## src/rtl/cpu_control_fsm.sv

```systemverilog
`default_nettype none
// ============================================================================
// Module   : cpu_control_fsm
// Purpose  : Moore control sequencer for the 6-instruction datapath: register
//            reads, ALU op and write-back, plus a retired-instruction counter.
// Revision : 1.0 - initial release
// ============================================================================
module cpu_control_fsm #(
    parameter int CNT_W        = 16,
    parameter bit ILLEGAL_TRAP = 1'b0
) (
    input  logic             clk,
    input  logic             reset_n,
    input  logic             s,
    input  logic [2:0]       opcode,
    input  logic [1:0]       op,
    output logic             w,
    output logic [2:0]       nsel,
    output logic             loada,
    output logic             loadb,
    output logic             asel,
    output logic             bsel,
    output logic             loadc,
    output logic             loads,
    output logic [1:0]       vsel,
    output logic             write,
    output logic             done,
    output logic             illegal,
    output logic [CNT_W-1:0] instr_count
);

    localparam logic [3:0] ST_WAIT   = 4'd0;
    localparam logic [3:0] ST_DECODE = 4'd1;
    localparam logic [3:0] ST_WIMM   = 4'd2;
    localparam logic [3:0] ST_GETA   = 4'd3;
    localparam logic [3:0] ST_GETB   = 4'd4;
    localparam logic [3:0] ST_ALU    = 4'd5;
    localparam logic [3:0] ST_WREG   = 4'd6;
    localparam logic [3:0] ST_STAT   = 4'd7;
    localparam logic [3:0] ST_TRAP   = 4'd8;

    // {opcode, op} encodings of the defined instructions
    localparam logic [4:0] I_MOVI = 5'b110_10;
    localparam logic [4:0] I_MOV  = 5'b110_00;
    localparam logic [4:0] I_ADD  = 5'b101_00;
    localparam logic [4:0] I_CMP  = 5'b101_01;
    localparam logic [4:0] I_AND  = 5'b101_10;
    localparam logic [4:0] I_MVN  = 5'b101_11;

    logic [3:0]       state_q, state_d;
    logic [4:0]       instr_q, instr_d;
    logic [CNT_W-1:0] count_q, count_d;
    logic             w_legal;

    assign w_legal = (instr_q == I_MOVI) || (instr_q == I_MOV) ||
                     (instr_q == I_ADD)  || (instr_q == I_CMP) ||
                     (instr_q == I_AND)  || (instr_q == I_MVN);

    always_ff @(posedge clk or negedge reset_n) begin
        if (!reset_n) begin
            state_q <= ST_WAIT;
            instr_q <= 5'b0;
            count_q <= '0;
        end else begin
            state_q <= state_d;
            instr_q <= instr_d;
            count_q <= count_d;
        end
    end

    always_comb begin
        state_d = state_q;
        instr_d = instr_q;
        count_d = count_q;
        case (state_q)
            ST_WAIT: begin
                if (s) begin
                    state_d = ST_DECODE;
                    instr_d = {opcode, op};
                end
            end
            ST_DECODE: begin
                case (instr_q)
                    I_MOVI:              state_d = ST_WIMM;
                    I_ADD, I_AND, I_CMP: state_d = ST_GETA;
                    I_MOV, I_MVN:        state_d = ST_GETB;
                    default:             state_d = ILLEGAL_TRAP ? ST_TRAP : ST_WAIT;
                endcase
            end
            ST_GETA: state_d = ST_GETB;
            ST_GETB: state_d = (instr_q == I_CMP) ? ST_STAT : ST_ALU;
            ST_ALU:  state_d = ST_WREG;
            // Every done state retires one instruction on its exit edge
            ST_WIMM, ST_WREG, ST_STAT: begin
                state_d = ST_WAIT;
                count_d = count_q + CNT_W'(1);
            end
            ST_TRAP: state_d = ST_TRAP;
            default: state_d = ST_WAIT;
        endcase
    end

    always_comb begin
        w       = 1'b0;
        nsel    = 3'b000;
        loada   = 1'b0;
        loadb   = 1'b0;
        asel    = 1'b0;
        bsel    = 1'b0;
        loadc   = 1'b0;
        loads   = 1'b0;
        vsel    = 2'b00;
        write   = 1'b0;
        done    = 1'b0;
        illegal = 1'b0;
        case (state_q)
            ST_WAIT:   w = 1'b1;
            ST_DECODE: illegal = !w_legal;
            ST_WIMM: begin
                nsel  = 3'b100;
                vsel  = 2'b01;
                write = 1'b1;
                done  = 1'b1;
            end
            ST_GETA: begin
                nsel  = 3'b100;
                loada = 1'b1;
            end
            ST_GETB: begin
                nsel  = 3'b001;
                loadb = 1'b1;
            end
            // MOV/MVN pass B alone through the ALU, so A is forced to zero
            ST_ALU: begin
                asel  = (instr_q == I_MOV) || (instr_q == I_MVN);
                loadc = 1'b1;
            end
            ST_WREG: begin
                nsel  = 3'b010;
                write = 1'b1;
                done  = 1'b1;
            end
            ST_STAT: begin
                loads = 1'b1;
                done  = 1'b1;
            end
            ST_TRAP:   illegal = 1'b1;
            default:   w = 1'b0;
        endcase
    end

    assign instr_count = count_q;

endmodule
`default_nettype wire

```

## config.mk

```make
export PLATFORM = sky130hd
export DESIGN_NAME = cpu_control_fsm
export DESIGN_NICKNAME = d
export VERILOG_FILES = /design/src/rtl/cpu_control_fsm.sv
export SDC_FILE = /design/constraint.sdc
export NUM_CORES = 1
export LEC_CHECK = 0
export ABC_AREA = 1
export BUFFER_PORTS_ARGS = -buffer_cell sky130_fd_sc_hd__buf_4
export CAP_MARGIN = 20
export CORE_ASPECT_RATIO = 0.75
export CORE_MARGIN = 10
export CORE_UTILIZATION = 47
export CTS_CLUSTER_DIAMETER = 200
export DETAILED_ROUTE_END_ITERATION = 8
export HOLD_SLACK_MARGIN = 0.12
export PLACE_DENSITY = 0.75
export SLEW_MARGIN = 25
export SYNTH_ARGS = -nofsm -noshare
export SYNTH_HDL_FRONTEND = slang
export SYNTH_SLANG_ARGS = --single-unit
```

## constraint.sdc

```tcl
create_clock -name clk -period 1.25 [get_ports clk]
set_input_delay 0.125 -clock clk [delete_from_list [all_inputs] [get_ports clk]]
set_output_delay 0.125 -clock clk [all_outputs]
set_load 0.02 [all_outputs]
```

==> metrics.cfg, run 1 <==
[outcome]
violations=negative setup slack
status=finished, violations left

[drt]
wl_per_cell_um=20.1
initialDrtViolationCount=166
first_pass_iters=5
antenna_left=0
routed_wl_mm=6.38
drc=0
vias=1771
routed_via_density=5.57

[sta]
skew_ns=0.0148
hold_violations=0
fin_crit_ns=1.55
finalMaxSlewViolations=0
rsz0062_at_grt=yes
final-setup-viol-count=36
fin_crit_sh_pct=124
setup_slack_ns=-0.302
max_freq_mhz=644
worst_hold_slack_ns=0.122

[place]
placed_cells=288
placed_cell_area_mm2=0.00200
port_buffers=36
post-dp-hpwl_mm=2.97
post-place-ws_ns=-0.0714
place.gp.congestion=0.811

[worst_setup_path]
startpoint_type=flop
r2r_start=state_q[2]
crit_chain=buf_6 -> nand3_4 -> buf_6 -> nor2_1 -> buf_4
r2r_cells=9
critPathArrivalTime_ns=1.43
crit_path_top_delay_cell=dfrtp_2
worst_r2r_endpoint=state_q[1]
rrSetupSlack_ns=-0.23
crit_top_cell=buf_6
crit_path_end_kind=output pin
crit_start=state_q[1]
cpPeakStageDelay_ns=0.47
critPathRequiredTime_ns=1.12
path_max_fanout=5
critPathKind=reg2out

[die]
row_count=17
dieArea_mm2=0.00581
top_level_ports=39
initial_core_util_pct=49.6
coreArea_mm2=0.00298
die_w_um=84.7
die_h_um=68.5

[synthesis]
yosysUniqueCellTypes=27
synth_top_area_share_pct=42.4
avgSynthCellArea_um2=7.77
async_flop_share_pct=100
synth_area_mm2=0.00148
syn_inst=190
yosys-top-cells-area=dfrtp_1 42%, nand2_1 13%, inv_1 6.6%
ys_seq_elements=25
synth.most_common_cell=nand2_1
synthFlopType=dfrtp_1
ys_warn_count=0
yosysSeqAreaShare_pct=42.4
synth-edff-count=0
synth_common_cells=50 x nand2_1, 26 x inv_1, 26 x nor2_1, 25 x dfrtp_1, 10 x nand3_1
synth_area_leader_cell=dfrtp_1

[cts]
cts_root_buf=clkbuf_8
clk_path_buf_depth=2
clk_pin_slew_worst_paths_ns=0.10
cts_tree=yes
clock_latency_ns=0.28
clock_sinks=25
cts-htree-levels=1
numCtsBuffers=3

[final_layout]
drive_gt1_share_pct=62.1
area_delta_synth_final_pct=82.9
stdcell_count=318
fillCellCount=112
final_nets=290
final_area_mm2=0.00270
n_antenna_cell=0

[power_and_ir_drop]
power_density_mw_per_mm2=2020
ir_drop_mv=1.33
power.leakage_nw=1.33
power.total_mw=5.44

[hold_path]
min_path_type=in2reg
min_from=opcode[0]
whs_endpoint=instr_q[2]
worstHoldPathCells=3

[global_route]
globalRouteTotalUtil_pct=17.8
grt_pass1_vias=1605
antenna_found_initial=0
grt_pass1_wl_mm=8.24
grt_start_max_net_pins=26
grt.overflow.total=0

[run]
max_cap_violations=0

per-stage QoR:
stage               setup TNS (ns)  utilization [%]
global route                 -7.60             90.7
floorplan                  -0.0652                -
finish                       -5.89             90.7
detailed placement          -0.168             67.1
CTS                          -3.07             81.2
global placement          -0.00679             67.1
final cells by class:
class | count | area [um^2] | area share, %
clock buffers | 3 | 41.3 | 1.53
clock inverters | 1 | 5.00 | 0.185
inverters | 27 | 116 | 4.31
multi-input cells | 137 | 1070 | 39.5
flip-flops and latches | 25 | 637 | 23.6
well taps | 38 | 47.5 | 1.76
repair buffers | 87 | 786 | 29.1
cells in the final DEF (no fill, tap or decap), drive strengths merged, types with 5 or more instances in the layout:
| master | count |
|---|---|
| dfrtp | 25 |
| nand2 | 56 |
| inv | 26 |
| buf | 82 |
| nand3 | 13 |
| o21ai | 5 |
| nand4 | 5 |
| nor2 | 31 |
| dlygate4sd3 | 5 |
| a21oi | 5 |
routing by layer:
layer	vias up	GRT usage (%)	routed length [um]
li1	775	-	-
met1	864	21.4	2450
met2	108	32.4	3230
met3	24	3.63	499
met4	0	4.30	199
met5	-	0	0
logic make-up (layout without fill, tap and decap cells):
kind of cell | Yosys count | count (layout) | share of synthesized area (%)
AO/OA/AOI/OAI | 14 | 14 | 5.85
XOR/XNOR | 7 | 7 | 5.17
adder cells (fa/ha/maj) | 1 | 1 | 0.847
buffers and inverters | 30 | 118 | 8.64
flip-flops | 25 | 25 | 42.4
other | 1 | 2 | 0.254
AND/OR/NAND/NOR | 112 | 113 | 36.9
worst max-delay path, delay by kind of cell (launching register included):
kind | cells | cell delay (ns)
and+or+nand+nor | 2 | 0.21
buffers and inverters | 3 | 0.46
DFF | 1 | 0.47
what timing repair did:
item / CTS / global route
buffers inserted: 15 / 6
hold buffers: 4 / 1
cloned: 0 / 1
hold endpoints to repair: 28 / 1
endpoints found under the setup margin: 26 / 36
gates resized for setup: 65 / 64
pin swaps: 9 / 14
power by group:
group | leakage [nW] | internal (mW) | switching, mW
Combinational | 0.993 | 1.69 | 1.92
Clock | 0.0255 | 0.224 | 0.274
Sequential | 0.315 | 1.02 | 0.319
flip-flops by register name, indices dropped and copies added, names as in the netlist:
| signal | count |
|---|---|
| instr_count | 16 |
| instr_q | 5 |
| state_q | 4 |
worst max path at each step:
| stage | end | slack, ns | depth (start not counted) |
|---|---|---|---|
| CTS | asel | -0.22 | 6 |
| global route | vsel[0] | -0.35 | 5 |
| floorplan | instr_count[12] | -0.04 | 8 |
| detailed placement | illegal | -0.07 | 5 |
| finish | vsel[0] | -0.30 | 5 |
| global placement | instr_count[12] | -0.006 | 8 |
Power figures use the tool's default switching activity.
==> run 2, diff against run 1 <==
--- a/config.mk
+++ b/config.mk
@@ -10,11 +10,10 @@
 export CAP_MARGIN = 20
 export CORE_ASPECT_RATIO = 0.75
 export CORE_MARGIN = 10
-export CORE_UTILIZATION = 47
+export CORE_UTILIZATION = 28
 export CTS_CLUSTER_DIAMETER = 200
 export DETAILED_ROUTE_END_ITERATION = 8
 export HOLD_SLACK_MARGIN = 0.12
-export PLACE_DENSITY = 0.75
 export SLEW_MARGIN = 25
 export SYNTH_ARGS = -nofsm -noshare
 export SYNTH_HDL_FRONTEND = slang
==> metrics.cfg, run 2 (synthesis gave the netlist of run 1 again) <==
[worst_setup_path]
critPathKind=reg2out
path_max_fanout=3
crit_path_end_kind=output pin
critPathRequiredTime_ns=1.12
critPathArrivalTime_ns=1.39
startpoint_type=flop

[drt]
routed_via_density=4.35
vias=1544
initialDrtViolationCount=90
wl_per_cell_um=12.2
drc=0
antenna_left=0
routed_wl_mm=4.34
first_pass_iters=4

[die]
dieArea_mm2=0.00861
initial_core_util_pct=29.5
die_w_um=104
top_level_ports=39
row_count=22
coreArea_mm2=0.00501
die_h_um=82.9

[power_and_ir_drop]
power.leakage_nw=1.33
power_density_mw_per_mm2=1820
ir_drop_mv=0.650

[global_route]
globalRouteTotalUtil_pct=9.43
grt_start_max_net_pins=26
grt.overflow.total=0
grt_pass1_wl_mm=7.04
antenna_found_initial=0
grt_pass1_vias=1456

[outcome]
status=finished, violations left
violations=negative setup slack

[final_layout]
fin_util_pct=52.4
multi_input_area_um2=938
layout_commonest_cell=buf_4
stdcell_count=355
n_antenna_cell=0
mostFrequentLayoutCells=59 x buf_4, 41 x nand2_1, 25 x buf_6
final_area_mm2=0.00263
fillCellCount=463
drive_gt1_share_pct=55.5
final_nets=293
largest_reg_flops=16
area_delta_synth_final_pct=78.0
regArea_um2=637

[sta]
rsz0062_at_grt=yes
fin_crit_ns=1.52
final-setup-viol-count=35
setup_slack_ns=-0.269
max_freq_mhz=658
fin_setup_tns_ns=-4.30
finalMaxSlewViolations=0
hold_violations=0
fin_crit_sh_pct=122
skew_ns=0.00318

[place]
post-place-ws_ns=-0.0600
port_buffers=36
post-dp-hpwl_mm=3.05
place.gp.congestion=0.803
placed_cells=328
placed_cell_area_mm2=0.00208

[cts]
numCtsBuffers=3
clk_path_buf_depth=2
cts-htree-levels=1
clk_pin_slew_worst_paths_ns=0.09
clock_latency_ns=0.27
cts_tree=yes
cts_root_buf=clkbuf_8
clock_sinks=25

[run]
max_cap_violations=0

[hold_path]
min_path_type=in2reg

[run 2: cell count changes in the layout (fill, tap and decap cells not counted), moves of 2 or more]
| cell | delta |
|---|---|
| buf_4 | +7 |
| nor2_1 | +7 |
| nor2_4 | -6 |
| inv_1 | +5 |
| nand2_1 | +4 |
| buf_6 | -3 |
| nand2_2 | -3 |
| nand3_4 | -3 |
| a21oi_1 | +2 |
| a21oi_2 | -2 |
| inv_2 | -2 |
| nand3_1 | +2 |
[run 2: area by class of cell]
cell class                      instances  area share [%]
Timing Repair Buffer                   91            30.8
Clock buffer                            3            1.57
Tap cell                               72            3.43
Multi-Input combinational cell        136            35.7
Inverter                               27            3.95
Clock inverter                          1           0.286
Sequential cell                        25            24.2
[run 2: stage by stage]
stage / hold WS (ns) / total power [mW]
final: 0.118 / 4.77
after global placement: 0.0554 / 3.27
after CTS: 0.124 / 4.27
after floorplan: -0.171 / 2.32
after global routing: 0.128 / 5.09
after detailed placement: 0.0553 / 3.29
[run 2: timing repair]
action	4_1_cts	5_1_grt
hold buffers	5	0
endpoints found under the hold margin	29	0
endpoints found under the setup margin	22	37
setup buffers	8	10
gates resized for setup	33	52
pin swaps	8	17
[run 2: worst paths after layout]
check                                from              to  slack (ns)  cells after the start
setup / recovery               state_q[3]            asel       -0.27                      6
hold / removal                      op[0]      instr_q[0]        0.12                      3
setup reg to reg               state_q[3]      state_q[1]       -0.15                      9
hold reg to reg            instr_count[5]  instr_count[5]        0.53                      1
max in group asynchronous         reset_n      state_q[2]        0.68                      2
min in group asynchronous         reset_n  instr_count[4]        0.29                      2
[run 2: worst max-delay path, stage by stage, from the launching register on]
cell	delay, ns
dfrtp_1	0.44
buf_6	0.14
nor2_4	0.12
buf_6	0.13
nand3_4	0.06
nor2_1	0.09
buf_4	0.15
[run 2: metal layers]
| layer | routed length [um] | up-vias | part of all wire, % | track usage [%] |
|---|---|---|---|---|
| met5 | 0 | - | 0 | 0 |
| met4 | 53 | 0 | 1.2 | 2.75 |
| met3 | 106 | 6 | 2.4 | 1.77 |
| met2 | 2120 | 28 | 49 | 15.2 |
| met1 | 2060 | 728 | 47 | 12.4 |
| li1 | - | 782 | - | - |
[run 2: power by group]
| part | leakage (nW) | internal (mW) | switching [mW] | total (mW) |
|---|---|---|---|---|
| combinational | 0.989 | 1.52 | 1.50 | 3.02 |
| clock | 0.0217 | 0.226 | 0.275 | 0.501 |
| sequential | 0.315 | 1.02 | 0.231 | 1.25 |
==> run 3, diff against run 2 <==
--- a/config.mk
+++ b/config.mk
@@ -9,7 +9,7 @@
 export BUFFER_PORTS_ARGS = -buffer_cell sky130_fd_sc_hd__buf_4
 export CAP_MARGIN = 20
 export CORE_ASPECT_RATIO = 0.75
-export CORE_MARGIN = 10
+export CORE_MARGIN = 5
 export CORE_UTILIZATION = 28
 export CTS_CLUSTER_DIAMETER = 200
 export DETAILED_ROUTE_END_ITERATION = 8
==> metrics.cfg, run 3 (synthesis gave the netlist of run 1 again) <==
[cts]
cts_root_buf=clkbuf_8
clock_latency_ns=0.27
cts_tree=yes
clk_pin_slew_worst_paths_ns=0.09
cts-htree-levels=1
clock_sinks=25
numCtsBuffers=3
clk_path_buf_depth=2

[sta]
fin_setup_tns_ns=-3.16
skew_ns=0.00748
setup_slack_ns=-0.225
hold_violations=0
max_freq_mhz=678
finalMaxSlewViolations=0
rsz0062_at_grt=yes
final-setup-viol-count=31
fin_crit_sh_pct=118
fin_crit_ns=1.48

[worst_setup_path]
cpPeakStageDelay_ns=0.47
crit_path_top_delay_cell=dfrtp_2
path_delay_family=flip-flops
crit_buf_inv=2
crit_chain=nor2_4 -> nand3_2 -> inv_2 -> a31o_4 -> buf_6
r2r_cells=8
critPathKind=reg2out
critPathArrivalTime_ns=1.35
path_max_fanout=3
startpoint_type=flop
critPathRequiredTime_ns=1.12
crit_path_end_kind=output pin
crit_cells=5

[final_layout]
fin_util_pct=53.1
area_delta_synth_final_pct=80.1
final_area_mm2=0.00266
n_antenna_cell=0
layout_commonest_cell=buf_4
mostFrequentLayoutCells=53 x buf_4, 45 x nand2_1, 29 x buf_6
final_nets=291
largest_reg_flops=16
drive_gt1_share_pct=57.7

[global_route]
grt_pass1_vias=1485
grt_start_max_net_pins=26
globalRouteTotalUtil_pct=12.5
grt_pass1_wl_mm=6.88
grt.overflow.total=0
grtUsageMet1_pct=17.0
use_met2_pct=20.5
top_usage_layer=met2
antenna_found_initial=0
grt_use_met3_pct=2.89

[outcome]
status=finished, violations left
violations=negative setup slack

[drt]
routed_wl_mm=4.19
drc=0
initialDrtViolationCount=31
wl_per_cell_um=11.9
first_pass_iters=4
routed_via_density=4.29
antenna_left=0
vias=1515

[place]
port_buffers=36
place.gp.congestion=0.811
placed_cell_area_mm2=0.00207
post-dp-hpwl_mm=3.01

[power_and_ir_drop]
power.leakage_nw=1.30
ir_drop_mv=0.802
power_density_mw_per_mm2=1840

[die]
row_count=22
die_h_um=72.9
initial_core_util_pct=29.5
top_level_ports=39
dieArea_mm2=0.00684
die_w_um=93.9
coreArea_mm2=0.00501

[run]
max_cap_violations=0

[hold_path]
worstHoldPathCells=3
min_path_type=in2reg

==> run 3: cell types whose count changed in the layout (fill, tap and decap cells not counted), sizes merged <==
cell,before,now
buf,86,82
clkbuf,3,4
clkinvlp,1,0
dlygate4sd3,5,6
nand2,55,56
==> run 3: repair_timing <==
| item | in CTS | in global routing |
|---|---|---|
| setup buffers | 12 | 7 |
| hold buffers | 6 | 0 |
| gates cloned | 0 | 1 |
| endpoints found under the setup margin | 24 | 35 |
| hold endpoints to repair | 30 | 0 |
| resized for setup | 47 | 53 |
| pin swaps | 11 | 18 |
==> run 3: final cells by class <==
cell class                      instances  area, um^2
Fill cell                             463        2350
Multi-Input combinational cell        137         991
Timing Repair Buffer                   88         785
Sequential cell                        25         639
Inverter                               27         109
Tap cell                               72        90.1
Clock buffer                            4        45.0
==> run 3: per-layer routing <==
| metal | part of all wire, % | up-vias | wire length (um) |
|---|---|---|---|
| li1 | - | 780 | - |
| met1 | 48 | 707 | 2010 |
| met2 | 47 | 26 | 1990 |
| met3 | 3.9 | 2 | 164 |
| met4 | 0.72 | 0 | 30 |
| met5 | 0 | - | 0 |
==> run 3: worst paths after layout <==
check	startpoint	endpoint	slack, ns
min	s	instr_q[4]	0.19
min reg2reg	instr_count[13]	instr_count[13]	0.53
max	state_q[3]	illegal	-0.23
max reg2reg	state_q[3]	instr_q[1]	-0.10
min in group asynchronous	reset_n	instr_count[7]	0.29
max in group asynchronous	reset_n	instr_q[0]	0.68
==> run 3: stage by stage <==
stage	power, mW	cells	worst slack, ns	hold WS, ns
after global routing	5.19	353	-0.282	0.187
after detailed placement	3.29	326	-0.116	0.0565
after CTS	4.33	348	-0.212	0.136
after floorplan	2.32	191	-0.0381	-0.171
final	4.89	353	-0.225	0.187
after global placement	3.27	326	-0.106	0.0557
==> run 3: tightest hold or removal path, delay by kind of cell <==
family	cells	cell delay (ns)
and+or+nand+nor	2	0.14
buffers and inverters	1	0.15
==> run 3: power breakdown <==
| part | internal (mW) | switching [mW] |
|---|---|---|
| registers | 1.02 | 0.258 |
| clock network | 0.228 | 0.260 |
| logic | 1.55 | 1.57 |
| total | 2.80 | 2.09 |
